===== config.mk =====
export PLATFORM = sky130hd
export DESIGN_NAME = axi_burst_addr_gen
export DESIGN_NICKNAME = d
export VERILOG_FILES = /design/src/rtl/axi_burst_addr_gen.sv
export SDC_FILE = /design/constraint.sdc
export NUM_CORES = 1
export LEC_CHECK = 0
export CORE_MARGIN = 2
export CORE_UTILIZATION = 45
export DETAILED_ROUTE_END_ITERATION = 8
export PLACE_DENSITY = 0.64
export SYNTH_ARGS = -nofsm -noshare
export SYNTH_HDL_FRONTEND = slang
export SYNTH_SLANG_ARGS = --single-unit

===== constraint.sdc =====
create_clock -name clk -period 3.71 [get_ports clk]
set_input_delay 0.742 -clock clk [delete_from_list [all_inputs] [get_ports clk]]
set_output_delay 0.742 -clock clk [all_outputs]
set_load 0.005 [all_outputs]

===== src/rtl/axi_burst_addr_gen.sv =====
// AXI burst address generator: turns one AW/AR command into a stream of per-beat
// byte addresses and byte-lane strobes for FIXED, INCR and WRAP bursts.
module axi_burst_addr_gen #(
    parameter int unsigned ADDR_WIDTH = 32,
    parameter int unsigned DATA_WIDTH = 32
) (
    input  logic                    clk,
    input  logic                    rst,
    input  logic                    cmd_valid,
    output logic                    cmd_ready,
    input  logic [ADDR_WIDTH-1:0]   cmd_addr,
    input  logic [7:0]              cmd_len,
    input  logic [2:0]              cmd_size,
    input  logic [1:0]              cmd_burst,
    output logic                    beat_valid,
    input  logic                    beat_ready,
    output logic [ADDR_WIDTH-1:0]   beat_addr,
    output logic [DATA_WIDTH/8-1:0] beat_strb,
    output logic                    beat_last,
    output logic                    cmd_err
);
    localparam int unsigned STRB_WIDTH = DATA_WIDTH / 8;
    localparam int unsigned MAX_SIZE   = $clog2(STRB_WIDTH);
    localparam int unsigned LANE_W     = MAX_SIZE + 1;

    typedef enum logic {IDLE, BURST} state_t;
    typedef enum logic [1:0] {
        BURST_FIXED = 2'b00,
        BURST_INCR  = 2'b01,
        BURST_WRAP  = 2'b10,
        BURST_RSVD  = 2'b11
    } burst_enum_t;

    state_t                state, state_next;
    burst_enum_t           burst_q;
    logic [ADDR_WIDTH-1:0] addr_q, addr_next, wrap_mask_q;
    logic [ADDR_WIDTH-1:0] size_bytes, size_mask, aligned_addr;
    logic [ADDR_WIDTH-1:0] cmd_size_mask, cmd_wrap_mask;
    logic [7:0]            len_q, cnt_q;
    logic [2:0]            size_q;
    logic                  err_q;
    logic                  cmd_fire, beat_fire, cmd_illegal, last_beat;
    logic [LANE_W-1:0]     lo_lane, hi_lane;
    logic [STRB_WIDTH-1:0] strb_lanes;

    assign cmd_ready  = !rst && (state == IDLE);
    assign beat_valid = !rst && (state == BURST);
    assign cmd_fire   = cmd_valid && cmd_ready;
    assign beat_fire  = beat_valid && beat_ready;
    assign last_beat  = (cnt_q == len_q);

    assign beat_addr  = rst ? '0 : addr_q;
    assign beat_strb  = beat_valid ? strb_lanes : '0;
    assign beat_last  = beat_valid && last_beat;
    assign cmd_err    = !rst && err_q;

    // WRAP spans (len+1) * 2^size bytes; len+1 is a power of two, so a mask suffices
    assign cmd_size_mask = (ADDR_WIDTH'(1) << cmd_size) - ADDR_WIDTH'(1);
    assign cmd_wrap_mask = ((ADDR_WIDTH'(cmd_len) + ADDR_WIDTH'(1)) << cmd_size) - ADDR_WIDTH'(1);

    always_comb begin
        cmd_illegal = 1'b0;
        if (cmd_burst == BURST_RSVD)
            cmd_illegal = 1'b1;
        if (32'(cmd_size) > MAX_SIZE)
            cmd_illegal = 1'b1;
        if (cmd_burst == BURST_WRAP) begin
            if (!(cmd_len == 8'd1 || cmd_len == 8'd3 || cmd_len == 8'd7 || cmd_len == 8'd15))
                cmd_illegal = 1'b1;
            if ((cmd_addr & cmd_size_mask) != '0)
                cmd_illegal = 1'b1;
        end
    end

    assign size_bytes   = ADDR_WIDTH'(1) << size_q;
    assign size_mask    = size_bytes - ADDR_WIDTH'(1);
    assign aligned_addr = addr_q & ~size_mask;

    always_comb begin
        addr_next = addr_q;
        case (burst_q)
            BURST_INCR: addr_next = aligned_addr + size_bytes;
            BURST_WRAP: addr_next = (addr_q & ~wrap_mask_q) | ((addr_q + size_bytes) & wrap_mask_q);
            default:    addr_next = addr_q;
        endcase
    end

    // Lanes run from the unaligned start byte up to the end of the aligned beat
    always_comb begin
        lo_lane    = {1'b0, addr_q[MAX_SIZE-1:0]};
        hi_lane    = {1'b0, aligned_addr[MAX_SIZE-1:0]} + size_bytes[LANE_W-1:0] - LANE_W'(1);
        strb_lanes = '0;
        for (int unsigned i = 0; i < STRB_WIDTH; i++)
            strb_lanes[i] = (LANE_W'(i) >= lo_lane) && (LANE_W'(i) <= hi_lane);
    end

    always_comb begin
        state_next = state;
        case (state)
            IDLE:    if (cmd_fire && !cmd_illegal) state_next = BURST;
            BURST:   if (beat_fire && last_beat) state_next = IDLE;
            default: state_next = IDLE;
        endcase
    end

    always_ff @(posedge clk) begin
        if (rst)
            state <= IDLE;
        else
            state <= state_next;
    end

    always_ff @(posedge clk) begin
        if (rst) begin
            addr_q      <= '0;
            wrap_mask_q <= '0;
            len_q       <= '0;
            cnt_q       <= '0;
            size_q      <= '0;
            burst_q     <= BURST_FIXED;
            err_q       <= 1'b0;
        end else begin
            err_q <= cmd_fire && cmd_illegal;
            if (cmd_fire && !cmd_illegal) begin
                addr_q      <= cmd_addr;
                wrap_mask_q <= cmd_wrap_mask;
                len_q       <= cmd_len;
                cnt_q       <= '0;
                size_q      <= cmd_size;
                burst_q     <= burst_enum_t'(cmd_burst);
            end else if (beat_fire) begin
                addr_q <= addr_next;
                cnt_q  <= cnt_q + 8'd1;
            end
        end
    end
endmodule

==> impl_metrics.py <==
metrics = {
    "clock_network": {
        "post_cts.repair.setup_buffers": 0,
        "ctsRootBufferMaster": "sky130_fd_sc_hd__clkbuf_16",
        "clk_path_buf_depth": 2,
        "clock_tree_from_tritoncts": "done",
        "hold_buffers": 0,
        "insertion_delay_ns": 0.36,
        "cts.htree.levels": 3,
        "number_of_cts_inserted_buffers": 9,
        "clock-sinks": 86,
        "path_clk_slew_ns": 0.07,
    },
    "power_and_ir_drop": {
        "peakVddDrop_mv": 0.277,
        "power.leakage_nw": 3.34,
        "cellPowerDensity_nw_per_um2": 263,
        "power_consumption_mw": 2.35,
    },
    "yosys": {
        "synth_seq_cells": 86,
        "top_post_synthesis_cells_by_count": "100 x sky130_fd_sc_hd__nand2_1, 86 x sky130_fd_sc_hd__dfxtp_1, 84 x sky130_fd_sc_hd__nor2_1",
        "yosys.cell_count.top_type": "sky130_fd_sc_hd__nand2_1",
        "synth-seq-area-share": 0.235,
        "netlist.area_leader.share": 0.235,
        "synth.lib_cells_used.distinct": 85,
        "mapped_area_um2": 7320,
        "synthesis.nets": 1068,
        "synth-main-ff-cell": "sky130_fd_sc_hd__dfxtp_1",
        "synth_enable_flop_cells": 0,
        "post_synthesis_async_set_or_reset_flop_share": 0,
        "post_synth.cell_area_avg_um2": 7.35,
        "synth_top_area_cell": "sky130_fd_sc_hd__dfxtp_1",
        "synthCells": 996,
        "ys_top_cells_by_area": "sky130_fd_sc_hd__dfxtp_1 24%, sky130_fd_sc_hd__o21ai_0 5.3%, sky130_fd_sc_hd__nand2_1 5.1%",
        "yosys_warnings": 0,
    },
    "global_routing": {
        "initial_antenna_violation_count": 0,
        "wire_length_of_the_first_global_routing_pass_mm": 39.1,
        "grt_max_degree": 45,
        "grt_usage": 0.278,
        "grt_remaining_overflow": 0,
        "first_global_vias": 7241,
    },
    "floorplanning": {
        "die_area_um2": 17300,
        "fp.dieH_um": 132,
        "fp-row-count": 46,
        "placeableCoreArea_um2": 15900,
        "start_util": 0.461,
        "ios": 89,
        "die_w_um": 132,
    },
    "place": {
        "detailedPlacementHpwl_mm": 18.1,
        "placed_cells_incl_taps": 1284,
        "total_of_buffers_placed_on_input_and_output_ports": 88,
        "place_congestion": 0.941,
        "dpl-instance-area_um2": 8610,
        "dp_worst_setup_slack_ns": 0.0351,
    },
    "job": {
        "cap_viol_max_count": 0,
    },
    "final_layout": {
        "final_cell_area_um2": 8940,
        "finish.utilization": 0.563,
        "layout-drive-gt1-share": 0.104,
        "area_growth_from_synthesis_to_layout_pct": 22.2,
        "antenna_cells": 0,
        "finalNonFillerCells": 1300,
        "num-nets-final": 1151,
    },
    "sta": {
        "fmax_ghz": 0.285,
        "min_period_ns": 3.51,
        "whs_ns": 0.483,
        "setup_ws_ns": 0.203,
        "setup-violations-final": 0,
        "final_min_period_over_clock_period": 0.945,
        "tightest_slew_ns": 0.721,
        "hold_viol": 0,
        "timing.final.max_slew_violations": 0,
        "skew_ns": 0.0112,
        "worst_slew_slack_as_a_fraction_of_its_limit": 0.517,
        "sum_of_negative_setup_slack_ns": 0,
    },
    "setup_path": {
        "path_max_fanout": 8,
        "cp_slowest_stage_delay_ns": 0.54,
        "critical_path.startpoint_type": "flip-flop",
        "arrival_ns": 2.76,
        "critical_path.slowest_cell": "sky130_fd_sc_hd__clkdlybuf4s50_1",
        "worst_setup_path_end_kind": "output port",
        "critical_path_class": "flip-flop to output port",
        "series_of_cell_instances_along_the_critical_path": "inv_2 > nand3_2 > ha_4 > a211oi_1 > a31oi_1 > xor2_1 > nor2b_1 > a211oi_1 > clkdlybuf4s50_1",
        "crit_path_frequent_cell": "sky130_fd_sc_hd__a211oi_1",
        "critPathRequiredTime_ns": 2.97,
    },
    "min_path": {
        "min-delay-path-class": "flip-flop to flip-flop",
    },
    "outcome": {
        "status": "completed",
    },
    "route": {
        "routed-via-count": 7729,
        "detail_route.wl_per_cell_um": 18.5,
        "drtIter0Drc": 730,
        "drt_drc_violations_left": 0,
        "antenna_left": 0,
        "routed_wirelength_mm": 24.1,
        "detail_route.first_pass.iterations": 6,
        "routed_via_density": 5.95,
    },
}
where the power goes:
group / total, mW / switching (mW) / internal (mW)
clock network: 0.975 / 0.435 / 0.539
registers: 0.966 / 0.0253 / 0.940
logic: 0.412 / 0.222 / 0.190
metal layers:
layer  global-route usage  up-vias  part of all wire
li1                     -     3797                 -
met1                0.405     3636              0.48
met2                0.422      269              0.44
met3               0.0513       27             0.069
met4               0.0707        0             0.014
met5                    0        -                 0
layout by cell type, fill, tap and decap left out, drive strengths merged, types with 24 or more instances in the layout:
cell | synthesis | routed
a21o | 25 | 25
a211oi | 29 | 29
o21ai | 79 | 79
nand3 | 41 | 41
inv | 36 | 42
xnor2 | 41 | 41
nor2b | 24 | 24
nand2 | 100 | 100
clkdlybuf4s50 | 0 | 87
buf | 28 | 62
nor2 | 84 | 84
nor3 | 27 | 27
dfxtp | 86 | 86
a21oi | 73 | 73
repair_timing:
| item | 4_1_cts | 5_1_grt |
|---|---|---|
| setup endpoints to repair | 1 | 9 |
| pin swaps | 0 | 1 |
| hold endpoints to repair | 0 | 0 |
| gates resized for setup | 1 | 3 |
cells by family after synthesis:
group | share of synthesized area
AOI/OAI and AO/OA | 0.296
xor gates and xnor gates | 0.0754
muxes | 0.0142
buffers and inverters | 0.0692
adders and majority gates | 0.0403
and+or+nand+nor | 0.270
DFF | 0.235
critical path, delay by kind of cell, from the launching register on:
| kind | cells | cell delay (ns) |
|---|---|---|
| AOI/OAI and AO/OA | 3 | 0.54 |
| xor gates and xnor gates | 1 | 0.18 |
| adders and majority gates | 1 | 0.30 |
| buffers and inverters | 2 | 0.69 |
| DFF | 1 | 0.39 |
| and+or+nand+nor | 2 | 0.31 |
final timing paths:
path,startpoint,to,slack [ns],cells past startpoint
worst min-delay path,wrap_mask_q[30]$_SDFFE_PP0P_,wrap_mask_q[30]$_SDFFE_PP0P_,0.48,1
worst max-delay path,size_q[2]$_SDFFE_PP0P_,beat_strb[1],0.20,9
worst max register to register,size_q[2]$_SDFFE_PP0P_,flip-flop,0.22,12
worst min register to register,wrap_mask_q[30]$_SDFFE_PP0P_,wrap_mask_q[30]$_SDFFE_PP0P_,0.48,1
final cells by class:
cell class / instances / area [µm²]
Timing Repair Buffer: 149 / 1370
Clock inverter: 7 / 86.3
Inverter: 38 / 143
Tap cell: 216 / 270
Fill cell: 1565 / 6950
Clock buffer: 9 / 225
Multi-Input combinational cell: 795 / 5120
Sequential cell: 86 / 1720
(Power assumes the default switching activity.)
